$ cat config.mk
export PLATFORM = sky130hd
export DESIGN_NAME = scan_sched_flat
export DESIGN_NICKNAME = d
export VERILOG_FILES = /design/src/rtl/scan_pkg.sv /design/src/rtl/scan_sched_if.sv /design/src/rtl/scan_stage_seq.sv /design/src/rtl/scan_sched.sv /design/src/flat_wrapper.sv
export SDC_FILE = /design/constraint.sdc
export NUM_CORES = 1
export LEC_CHECK = 0
export ABC_AREA = 1
export BUFFER_PORTS_ARGS = -buffer_cell sky130_fd_sc_hd__clkbuf_2
export CAP_MARGIN = 20
export CORE_MARGIN = 1.5
export CORE_UTILIZATION = 63
export CTS_BUF_LIST = sky130_fd_sc_hd__clkbuf_8
export CTS_CLUSTER_SIZE = 30
export DETAILED_ROUTE_END_ITERATION = 6
export PLACE_DENSITY = 0.89
export REMOVE_ABC_BUFFERS = 1
export SYNTH_ARGS = -nofsm -noshare
export SYNTH_HDL_FRONTEND = slang
export SYNTH_SLANG_ARGS = --single-unit
$ cat constraint.sdc
create_clock -name clk -period 3.1 [get_ports clk]
set_input_delay 0.62 -clock clk [delete_from_list [all_inputs] [get_ports clk]]
set_output_delay 0.62 -clock clk [all_outputs]
set_load 0.01 [all_outputs]
$ cat src/rtl/scan_pkg.sv
// scan_pkg: state encoding and schedule helpers
// shared by the SCAN stage scheduler files.
package scan_pkg;

  typedef enum logic [2:0] {
    S_IDLE,
    S_DOWN,
    S_LEAF,
    S_UP,
    S_FIN
  } state_t;

  function automatic int tz(
    input logic [31:0] v,
    input int          w
  );
    int   n;
    logic run;
    n   = 0;
    run = 1'b1;
    for (int k = 0; k < 32; k++) begin
      if (run && k < w) begin
        if (v[k]) run = 1'b0;
        else      n++;
      end
    end
    return n;
  endfunction

  function automatic int tones(
    input logic [31:0] v,
    input int          w
  );
    int   n;
    logic run;
    n   = 0;
    run = 1'b1;
    for (int k = 0; k < 32; k++) begin
      if (run && k < w) begin
        if (!v[k]) run = 1'b0;
        else       n++;
      end
    end
    return n;
  endfunction

  function automatic int chunks(
    input int s,
    input int p_log
  );
    int c;
    c = (1 << s) >> p_log;
    return (c < 1) ? 1 : c;
  endfunction

  function automatic int chunk_w(
    input int n_log,
    input int p_log
  );
    return (n_log - 1 - p_log > 1) ?
           n_log - 1 - p_log : 1;
  endfunction

endpackage

$ cat src/rtl/scan_sched_if.sv
// scan_sched_if: beat bus between the scheduler
// and the PE array (valid/ready plus op fields).
interface scan_sched_if
  import scan_pkg::*;
#(
  parameter int N_LOG = 3,
  parameter int P_LOG = 1
) ();

  localparam int SW = $clog2(N_LOG);
  localparam int CW = chunk_w(N_LOG, P_LOG);

  logic             pe_valid;
  logic             pe_ready;
  logic             pe_w1;
  logic             pe_w2;
  logic [SW-1:0]    pe_stage;
  logic [CW-1:0]    pe_chunk;
  logic [N_LOG-1:0] pe_leaf;
  logic             pe_up;
  logic             leaf_valid;

  modport master (
    output pe_valid, pe_w1, pe_w2,
    output pe_stage, pe_chunk, pe_leaf,
    output pe_up, leaf_valid,
    input  pe_ready
  );

  modport slave (
    input  pe_valid, pe_w1, pe_w2,
    input  pe_stage, pe_chunk, pe_leaf,
    input  pe_up, leaf_valid,
    output pe_ready
  );

endinterface

$ cat src/rtl/scan_stage_seq.sv
// scan_stage_seq: walks tree stages (up or down)
// and the PE fold chunks inside each stage.
module scan_stage_seq
  import scan_pkg::*;
#(
  parameter int SW    = 2,
  parameter int CW    = 1,
  parameter int P_LOG = 1
) (
  input  logic          clk,
  input  logic          rst,
  input  logic          load,
  input  logic          step,
  input  logic          dir_up,
  input  logic [SW-1:0] init,
  input  logic [SW-1:0] stop,
  output logic [SW-1:0] stage,
  output logic [CW-1:0] chunk,
  output logic          last
);

  logic chunk_end;

  assign chunk_end = (int'(chunk) ==
    chunks(int'(stage), P_LOG) - 1);
  assign last = chunk_end && (stage == stop);

  // stage/chunk counter: load on phase entry, step per beat
  always_ff @(posedge clk or posedge rst) begin
    if (rst) begin
      stage <= '0;
      chunk <= '0;
    end else if (load) begin
      stage <= init;
      chunk <= '0;
    end else if (step) begin
      if (chunk_end) begin
        chunk <= '0;
        stage <= dir_up ? stage + SW'(1)
                        : stage - SW'(1);
      end else begin
        chunk <= chunk + CW'(1);
      end
    end
  end

endmodule

$ cat src/rtl/scan_sched.sv
// scan_sched: leaf-by-leaf SCAN decode scheduler
// issuing alpha/beta stage ops to a PE array.
module scan_sched
  import scan_pkg::*;
#(
  parameter int N_LOG  = 3,
  parameter int P_LOG  = 1,
  parameter int ITER_W = 3
) (
  input  logic              clk,
  input  logic              rst,
  input  logic              start,
  input  logic [ITER_W-1:0] iter_num,
  output logic [ITER_W-1:0] iter_idx,
  output logic              busy,
  output logic              done,
  scan_sched_if.master      bus
);

  localparam int SW = $clog2(N_LOG);
  localparam int CW = chunk_w(N_LOG, P_LOG);
  localparam logic [SW-1:0] TOP = SW'(N_LOG - 1);
  localparam logic [N_LOG-1:0] LAST = '1;

  state_t            state_q, state_d;
  logic [N_LOG-1:0]  leaf_q, leaf_d, leaf_nx;
  logic [ITER_W-1:0] iter_q, iter_d;
  logic [ITER_W-1:0] lim_q, lim_d;
  logic              seq_load, seq_step, seq_last;
  logic [SW-1:0]     seq_init, seq_stop, stage;
  logic [CW-1:0]     chunk;
  logic              beat, more, bit_s;
  logic              in_down, in_up;

  assign in_down = (state_q == S_DOWN);
  assign in_up   = (state_q == S_UP);
  assign beat    = bus.pe_valid & bus.pe_ready;
  assign leaf_nx = leaf_q + N_LOG'(1);
  assign more    = ({1'b0, iter_q} + (ITER_W+1)'(1))
                   < {1'b0, lim_q};
  assign seq_stop = in_up ?
    SW'(tones(32'(leaf_q), N_LOG) - 1) : '0;
  assign bit_s = |(leaf_q & (N_LOG'(1) << stage));

  scan_stage_seq #(
    .SW    (SW),
    .CW    (CW),
    .P_LOG (P_LOG)
  ) u_seq (
    .clk    (clk),
    .rst    (rst),
    .load   (seq_load),
    .step   (seq_step),
    .dir_up (in_up),
    .init   (seq_init),
    .stop   (seq_stop),
    .stage  (stage),
    .chunk  (chunk),
    .last   (seq_last)
  );

  // state, leaf, iteration and latched limit
  always_ff @(posedge clk or posedge rst) begin
    if (rst) begin
      state_q <= S_IDLE;
      leaf_q  <= '0;
      iter_q  <= '0;
      lim_q   <= '0;
    end else begin
      state_q <= state_d;
      leaf_q  <= leaf_d;
      iter_q  <= iter_d;
      lim_q   <= lim_d;
    end
  end

  // next state: advance only on a retired beat
  always_comb begin
    state_d  = state_q;
    leaf_d   = leaf_q;
    iter_d   = iter_q;
    lim_d    = lim_q;
    seq_load = 1'b0;
    seq_step = 1'b0;
    seq_init = '0;
    unique case (state_q)
      S_IDLE: if (start) begin
        state_d  = S_DOWN;
        leaf_d   = '0;
        iter_d   = '0;
        lim_d    = (iter_num == '0) ?
                   ITER_W'(1) : iter_num;
        seq_load = 1'b1;
        seq_init = TOP;
      end
      S_DOWN: if (beat) begin
        if (seq_last) state_d  = S_LEAF;
        else          seq_step = 1'b1;
      end
      S_LEAF: if (beat) begin
        seq_load = 1'b1;
        if (leaf_q[0]) begin
          state_d  = S_UP;
        end else begin
          state_d  = S_DOWN;
          leaf_d   = leaf_nx;
          seq_init = SW'(tz(32'(leaf_nx), N_LOG));
        end
      end
      S_UP: if (beat) begin
        if (!seq_last) begin
          seq_step = 1'b1;
        end else if (leaf_q != LAST) begin
          state_d  = S_DOWN;
          leaf_d   = leaf_nx;
          seq_load = 1'b1;
          seq_init = SW'(tz(32'(leaf_nx), N_LOG));
        end else if (more) begin
          state_d  = S_DOWN;
          leaf_d   = '0;
          iter_d   = iter_q + ITER_W'(1);
          seq_load = 1'b1;
          seq_init = TOP;
        end else begin
          state_d  = S_FIN;
        end
      end
      S_FIN: begin
        state_d = S_IDLE;
        leaf_d  = '0;
        iter_d  = '0;
      end
      default: state_d = S_IDLE;
    endcase
  end

  assign bus.pe_valid   = in_down | in_up |
                          (state_q == S_LEAF);
  assign bus.leaf_valid = (state_q == S_LEAF);
  assign bus.pe_up      = in_up;
  assign bus.pe_w1      = (in_down & ~bit_s) | in_up;
  assign bus.pe_w2      = (in_down & bit_s) | in_up;
  assign bus.pe_stage   = (in_down | in_up) ? stage : '0;
  assign bus.pe_chunk   = (in_down | in_up) ? chunk : '0;
  assign bus.pe_leaf    = bus.pe_valid ? leaf_q : '0;
  assign iter_idx       = iter_q;
  assign busy           = (state_q != S_IDLE);
  assign done           = (state_q == S_FIN);

endmodule

$ cat src/flat_wrapper.sv
// flat-port wrapper written by rule: the top's interface ports become plain ports
module scan_sched_flat import scan_pkg::*;
#(
  parameter int N_LOG  = 3,
  parameter int P_LOG  = 1,
  parameter int ITER_W = 3
)
  (clk, rst, start, iter_num, iter_idx, busy, done, bus_pe_valid, bus_pe_w1, bus_pe_w2, bus_pe_stage, bus_pe_chunk, bus_pe_leaf, bus_pe_up, bus_leaf_valid, bus_pe_ready);
  scan_sched_if #(.N_LOG(N_LOG), .P_LOG(P_LOG)) bus_i ();
  input  logic clk;
  input  logic rst;
  input  logic start;
  input  logic [ITER_W-1:0] iter_num;
  output logic [ITER_W-1:0] iter_idx;
  output logic busy;
  output logic done;
  output wire logic [$bits(bus_i.pe_valid)-1:0] bus_pe_valid;
  output wire logic [$bits(bus_i.pe_w1)-1:0] bus_pe_w1;
  output wire logic [$bits(bus_i.pe_w2)-1:0] bus_pe_w2;
  output wire logic [$bits(bus_i.pe_stage)-1:0] bus_pe_stage;
  output wire logic [$bits(bus_i.pe_chunk)-1:0] bus_pe_chunk;
  output wire logic [$bits(bus_i.pe_leaf)-1:0] bus_pe_leaf;
  output wire logic [$bits(bus_i.pe_up)-1:0] bus_pe_up;
  output wire logic [$bits(bus_i.leaf_valid)-1:0] bus_leaf_valid;
  input wire logic [$bits(bus_i.pe_ready)-1:0] bus_pe_ready;
  assign bus_pe_valid = bus_i.pe_valid;
  assign bus_pe_w1 = bus_i.pe_w1;
  assign bus_pe_w2 = bus_i.pe_w2;
  assign bus_pe_stage = bus_i.pe_stage;
  assign bus_pe_chunk = bus_i.pe_chunk;
  assign bus_pe_leaf = bus_i.pe_leaf;
  assign bus_pe_up = bus_i.pe_up;
  assign bus_leaf_valid = bus_i.leaf_valid;
  assign bus_i.pe_ready = bus_pe_ready;
  scan_sched #(.N_LOG(N_LOG), .P_LOG(P_LOG), .ITER_W(ITER_W)) u_core (.clk(clk), .rst(rst), .start(start), .iter_num(iter_num), .iter_idx(iter_idx), .busy(busy), .done(done), .bus(bus_i));
endmodule
==> results of run 1 <==
==> Yosys cell counts <==
cell	n
o311ai_0	1
a31oi_1	3
a21oi_4	1
nor2_4	4
nor2_1	25
or2_2	2
a22oi_1	1
inv_1	26
a21oi_1	8
inv_2	10
nand3_2	2
nand3_4	1
o31ai_2	1
o22ai_1	1
nor2_2	1
nor3_2	1
ha_1	9
nand3_1	13
nand3b_1	1
nand2_1	55
nand4_1	11
dfrtp_1	15
xnor2_1	2
nand2_2	3
buf_6	1
o21ai_0	6
o21ai_4	1
nor3b_1	1
==> routing by layer <==
layer	GRT usage (%)	wire [microns]	vias to the layer above
met1	40.6	1470	664
met5	0	0	-
met4	10.2	44	0
met2	55.3	1750	62
li1	-	-	718
met3	3.64	230	5
==> metrics by stage <==
stage	power [uW]	util [%]	cells	hold WS [ns]
floorplan	1080	-	205	0.481
global placement	1280	75.2	254	0.507
detailed placement	1320	75.2	254	0.513
CTS	1500	77.6	258	0.430
global route	1650	77.6	258	0.473
finish	1510	77.6	258	0.396
==> how the worst max path moves through the flow <==
stage	start	end	depth (start not counted)	slack (ns)
2_1_floorplan	u_core.iter_idx[0]	u_core.leaf_q[2]	11	0.96
3_3_place_gp	u_core.iter_idx[0]	u_core.leaf_q[1]	11	0.92
3_5_place_dp	u_core.iter_idx[0]	u_core.leaf_q[1]	11	0.76
4_1_cts	u_core.iter_idx[0]	u_core.leaf_q[1]	11	0.76
5_1_grt	u_core.iter_idx[0]	u_core.leaf_q[2]	11	0.56
6_report	u_core.iter_idx[0]	u_core.leaf_q[1]	11	0.74
==> flip-flops by register name, summed over array words and instances (netlist names) <==
name,cells
u_core.iter_idx,3
u_core.leaf_q,3
u_core.lim_q,3
u_core.state_q,3
u_core.u_seq.chunk,1
u_core.u_seq.stage,2
==> worst register-to-register path: cells and delay by family, from the launching register on <==
| family | cells | cell delay, ns |
|---|---|---|
| and+or+nand+nor | 9 | 1.37 |
| DFF | 1 | 0.44 |
| adders and majority gates | 2 | 0.44 |
==> cell families after synthesis <==
kind of cell | after synthesis | share of synthesized area (%)
buffers and inverters | 37 | 10.6
AO/OA/AOI/OAI | 23 | 11.3
adder cells (fa/ha/maj) | 9 | 8.12
flip-flops | 15 | 27.1
XOR/XNOR | 2 | 1.26
AND/OR/NAND/NOR | 120 | 41.8
==> cell type report <==
cell class                      instances  area (sq um)  share of cell area (%)
Sequential cell                        15           375                    23.9
Tap cell                               27          33.8                    2.15
Clock buffer                            3          41.3                    2.63
Timing Repair Buffer                   22           110                    7.02
Clock inverter                          1          7.51                   0.478
Inverter                               36           135                    8.61
Multi-Input combinational cell        154           866                    55.2
==> power by group through the flow <==
stage                     Clock (uW)  Combinational [uW]  Sequential, uW
final                            171                1000             336
after detailed placement           0                 988             336
after floorplan                    0                 756             322
after global routing             180                1120             344
after global placement             0                 946             335
after CTS                        173                 994             334
==> impl_metrics.toml, run 1 <==
[drt]
dr.pass1.iters = 4
viasPerCell = 5.62
vias = 1449
wl_microns = 3490
drt_iter0_markers = 49
wire_per_inst_microns = 13.5
route.detailed.drc = 0
ant_nets = 0

[power_and_ir_drop]
power_frac_seq_pct = 22.3
leakagePower_uw = 0.000817
power.density_mw_per_mm2 = 962
power_frac_comb_pct = 66.4
clkPwrFrac_pct = 11.3
power.switching_uw = 829
p_int_uw = 680
ir_worst_vdd_v = 0.000652
switching_share_pct = 54.9

[outcome]
outcome = "complete, no violations"

[placement]
gp_congestion = 0.899
dpl.hpwl_microns = 2720
pre_cts_ws_ns = 0.764
post_dp_cell_area_sq_mm = 0.00152
io_buffers = 22

[grt]
grt_usage_pct = 31.8
globalRoute.totalOverflow = 0
grt_antenna_before_repair = 0
grt_pass1_vias = 1453
grt_pass1_wl_microns = 6180
grt_max_degree = 16

[clock_network]
cts_tree = "done"
clk_path_buf_depth = 2
cts-resized-gates = 0
cts_max_level = 1
clock_sinks = 15
insertion_delay_ns = 0.26
root_buffer = "clkbuf_8"
path_clk_slew_ns = 0.07
postCtsSetupBuffers = 0
cts_inserted_buffers = 3
hold_buffers = 0

[timing]
fin_tns_setup_ns = 0
period_needed_ns = 2.36
finalHoldViolations = 0
rsz0062_at_grt = "false"
fin_crit_sh_pct = 76.2
slew_headroom_pct = 60.0
maxSlewViolCount = 0
finalWorstSetupSlack_ns = 0.736
finalSetupViolCount = 0
worst_pin_slew_ns = 0.600
clock.fmax_ghz = 0.423
skew_ns = 0.00652

[worst_setup_path]
crit_type = "register to register"
cp_top_family = "simple AND/OR/NAND/NOR gates"
worst_ep_required_time_ns = 3.25
cp_max_fo = 6
crit_buf_inv = 0
end_kind = "register"
startpoint_type = "register"
rr_endpoint = "u_core.leaf_q[1]"
reg2reg_depth = 11
crit_slowest_cell = "dfrtp_1"
path_cells = "ha_1 > or2_2 > nand2_1 > ha_1 > nand2_1 > nand3b_1 > nand3_1 > nor3b_1 > nand3_1 > nand2_1 > nand2_1"
cp_common_cell = "nand2_1"
rrSetupSlack_ns = 0.74
reg2reg_from = "u_core.iter_idx[0]"
cp_data_arrival_time_ns = 2.52
max_stage_delay_ns = 0.44

[logic_synthesis]
yosys-top-cells-area = "dfrtp_1 (27%), nand2_1 (15%), ha_1 (8.1%)"
synthCells = 206
syn_avg_cell_area_sq_um = 6.74
yosys.area.top_type_share_pct = 27.1
synth_warnings = 0
ys_seq_area_share_pct = 27.1
synthesis.area_sq_mm = 0.00139
ys_seq_elements = 15
synth.distinct_cells = 28
synth_largest_area_cell = "dfrtp_1"

[floorplanning]
dieArea_sq_mm = 0.00249
floorplan.initialDensity_pct = 68.6
io_pins = 23
die_w_microns = 49.9
die_h_microns = 49.9
std_cell_rows = 16
fp.coreArea_sq_mm = 0.00202

[cells_and_area]
nets = 248
fillCellCount = 161
syn2layout_area_growth_pct = 13.1
final_cell_mix = "nand2_1 (55), inv_1 (26), nor2_1 (25), clkbuf_2 (22), dfrtp_1 (15)"
fin_area_sq_mm = 0.00157
layout-drive-gt1-share_pct = 22.9
final_common_cell = "nand2_1"
num_antenna_cells = 0

[hold_path]
hp-class = "input port to asynchronous set/reset pin"

[run]
drv_cap = 0
(Power assumes the default switching activity.)
==> run 2, diff against run 1 <==
--- a/config.mk
+++ b/config.mk
@@ -5,15 +5,15 @@
 export SDC_FILE = /design/constraint.sdc
 export NUM_CORES = 1
 export LEC_CHECK = 0
-export ABC_AREA = 1
+export ABC_AREA = 0
 export BUFFER_PORTS_ARGS = -buffer_cell sky130_fd_sc_hd__clkbuf_2
 export CAP_MARGIN = 20
 export CORE_MARGIN = 1.5
-export CORE_UTILIZATION = 63
+export CORE_UTILIZATION = 52
 export CTS_BUF_LIST = sky130_fd_sc_hd__clkbuf_8
 export CTS_CLUSTER_SIZE = 30
 export DETAILED_ROUTE_END_ITERATION = 6
-export PLACE_DENSITY = 0.89
+export PLACE_DENSITY = 0.79
 export REMOVE_ABC_BUFFERS = 1
 export SYNTH_ARGS = -nofsm -noshare
 export SYNTH_HDL_FRONTEND = slang
==> constraint.sdc (replaced) <==
create_clock -name clk -period 1.9 [get_ports clk]
set_input_delay 0.38 -clock clk [delete_from_list [all_inputs] [get_ports clk]]
set_output_delay 0.38 -clock clk [all_outputs]
set_load 0.01 [all_outputs]
==> run 2 against run 1 <==
Compared with the run above:
- the run now ends with negative setup slack left
- critical endpoint is now u_core.u_seq.stage[1]
- core utilization is 8.2 points higher
- count of clock-buffer cells in the layout unchanged
- via count grew 7.8%
- setup slack worse by 1.1 ns
- critical path depth is 1 lower
- routed wire length up 30%
- sequential power is 81% higher
- power increased by 120%
==> impl_metrics.toml, run 2 <==
[outcome]
outcome = "complete, but fails checks"
violations = "negative setup slack"

[worst_setup_path]
crit_type = "register to register"
startpoint_type = "register"
reg2reg_depth = 10
cp_common_cell = "buf_6"
crit_buf_inv = 3
cp_top_family = "compound AO/OA/AOI/OAI gates"
max_stage_delay_ns = 0.45
path_cells = "buf_4 > buf_6 > buf_6 > ha_4 > or3_1 > a221o_2 > a21oi_4 > a21boi_1 > o21ai_1 > a31o_2"
cp_data_arrival_time_ns = 2.47
cp_max_fo = 4
worst_ep_required_time_ns = 2.09
reg2reg_from = "u_core.leaf_q[1]"
crit_slowest_cell = "dfrtp_2"
rr_endpoint = "u_core.u_seq.stage[1]"
rrSetupSlack_ns = -0.38
end_kind = "register"

[grt]
globalRoute.totalOverflow = 0
grt_use_met3_pct = 6.78
grt_pass1_vias = 1557
grt_max_degree = 16
use_met1_pct = 40.4
top_usage_layer = "met2"
grt_usage_pct = 35.2
grt_pass1_wl_microns = 7080
grt_antenna_before_repair = 0
grtUsageMet2_pct = 57.7

[timing]
finalWorstSetupSlack_ns = -0.378
fin_crit_sh_pct = 120
finalHoldViolations = 0
skew_ns = 0.00907
slew_headroom_pct = 57.1
period_needed_ns = 2.28
clock.fmax_ghz = 0.439
timing.hold.ws_ns = 0.180
worst_pin_slew_ns = 0.643
rsz0062_at_grt = "true"
maxSlewViolCount = 0
finalSetupViolCount = 14

[logic_synthesis]
synthCells = 164
synth.distinct_cells = 47
ys_seq_elements = 15
synthesis.area_sq_mm = 0.00130
syn_avg_cell_area_sq_um = 7.94
synth.most_common_cell = "inv_1"
async_flop_share_pct = 100
yosys.area.top_type_share_pct = 28.8
synth_common_cells = "inv_1 (16), dfrtp_1 (15), nor2_1 (15)"
yosys-top-cells-area = "dfrtp_1 (29%), ha_1 (8.6%), o21ai_0 (5.4%)"
synth_warnings = 0
synth_edf_count = 0
synth_ff_type = "dfrtp_1"
ys_seq_area_share_pct = 28.8
synth_largest_area_cell = "dfrtp_1"

[cells_and_area]
syn2layout_area_growth_pct = 51.4
final_cell_mix = "buf_4 (32), clkbuf_2 (22), inv_1 (15), nor2_1 (14), dfrtp_1 (13)"
fin_util_pct = 85.8
layout-drive-gt1-share_pct = 45.7
multi_input_area_sq_mm = 0.00102
final_common_cell = "buf_4"
fillCellCount = 119
num_antenna_cells = 0
nets = 240
final-seq-area_sq_um = 378

[run]
drv_cap = 0

[placement]
gp_congestion = 0.981
dpl.hpwl_microns = 2930
io_buffers = 22

[clock_network]
root_buffer = "clkbuf_8"
insertion_delay_ns = 0.26
path_clk_slew_ns = 0.07
clk_path_buf_depth = 2
cts_tree = "done"
clock_sinks = 15
cts_inserted_buffers = 3
cts_max_level = 1

[drt]
wl_microns = 4530
drt_iter0_markers = 70
route.detailed.drc = 0
dr.pass1.iters = 5
vias = 1562
ant_nets = 0
viasPerCell = 6.22
wire_per_inst_microns = 18.0

[floorplanning]
io_pins = 23
die_w_microns = 53.1
dieArea_sq_mm = 0.00281
std_cell_rows = 17
fp.coreArea_sq_mm = 0.00230
die_h_microns = 53.1
floorplan.initialDensity_pct = 56.7

[power_and_ir_drop]
leakagePower_uw = 0.000927
power.density_mw_per_mm2 = 1670
ir_worst_vdd_v = 0.00123

[hold_path]
hp-class = "input port to asynchronous set/reset pin"
==> run 2: changes by cell type in the layout (fill, tap and decap cells not counted), moves of 7 or more <==
cell / before / now
nand2_1: 55 / 12
buf_4: 0 / 32
inv_1: 26 / 15
nor2_1: 25 / 14
nand4_1: 11 / 2
inv_2: 10 / 2
nand3_1: 13 / 5
buf_6: 0 / 7
nor3_1: 0 / 7
==> run 2: kinds of logic after synthesis <==
kind of cell               Yosys count  share of synthesized area [%]
and+or+nand+nor                     61                           24.6
muxes                                7                           5.76
AOI/OAI and AO/OA                   48                           23.9
xor gates and xnor gates             1                          0.673
DFF                                 15                           28.8
buffers and inverters               23                           7.59
adders and majority gates            9                           8.65
==> run 2: how the worst max path moves through the flow <==
stage                startpoint  slack, ns                    end  cells after the start
6_report       u_core.leaf_q[1]      -0.38  u_core.u_seq.stage[1]                     10
5_1_grt        u_core.leaf_q[1]      -0.40     u_core.u_seq.chunk                      8
2_1_floorplan  u_core.leaf_q[0]      -0.21     u_core.iter_idx[0]                      7
3_5_place_dp   u_core.leaf_q[1]      -0.38       u_core.leaf_q[1]                      8
3_3_place_gp   u_core.leaf_q[1]      -0.23     u_core.iter_idx[0]                      8
4_1_cts        u_core.leaf_q[0]      -0.32     u_core.u_seq.chunk                      7
==> run 2: final cells by class <==
type / instances / share of cell area, %
well taps: 28 / 1.78
clock buffers: 3 / 2.09
flip-flops and latches: 15 / 19.2
multi-input cells: 126 / 51.6
repair buffers: 61 / 21.8
clock inverters: 1 / 0.190
inverters: 17 / 3.43
==> run 2: repair_timing <==
action | 4_1_cts | 5_1_grt
cloned | 0 | 0
pin swaps | 9 | 14
setup buffers | 5 | 2
resized for setup | 28 | 23
setup endpoints to repair | 14 | 15
hold buffers | 0 | 0
endpoints found under the hold margin | 0 | 0
==> run 2: through the flow <==
| stage | cells | power (uW) | setup slack [ns] | cell area, sq um | TNS, ns |
|---|---|---|---|---|---|
| 2_1_floorplan | 158 | 1610 | -0.213 | 1270 | -1.19 |
| 3_3_place_gp | 240 | 2340 | -0.226 | 1650 | -1.91 |
| 3_5_place_dp | 240 | 2410 | -0.376 | 1650 | -3.30 |
| 4_1_cts | 249 | 2930 | -0.322 | 1830 | -2.65 |
| 5_1_grt | 251 | 3500 | -0.402 | 1970 | -4.22 |
| 6_report | 251 | 3280 | -0.378 | 1970 | -3.23 |
==> run 2: per-layer routing <==
layer / vias up / wire length (microns)
li1: 702 / -
met1: 737 / 1680
met2: 97 / 2270
met3: 26 / 348
met4: 0 / 223
met5: - / 0
==> run 2: where the power goes <==
part	switching (uW)	total, uW	internal (uW)
combinational	1300	2410	1110
clock	125	269	144
sequential	157	608	451
total	1580	3280	1710
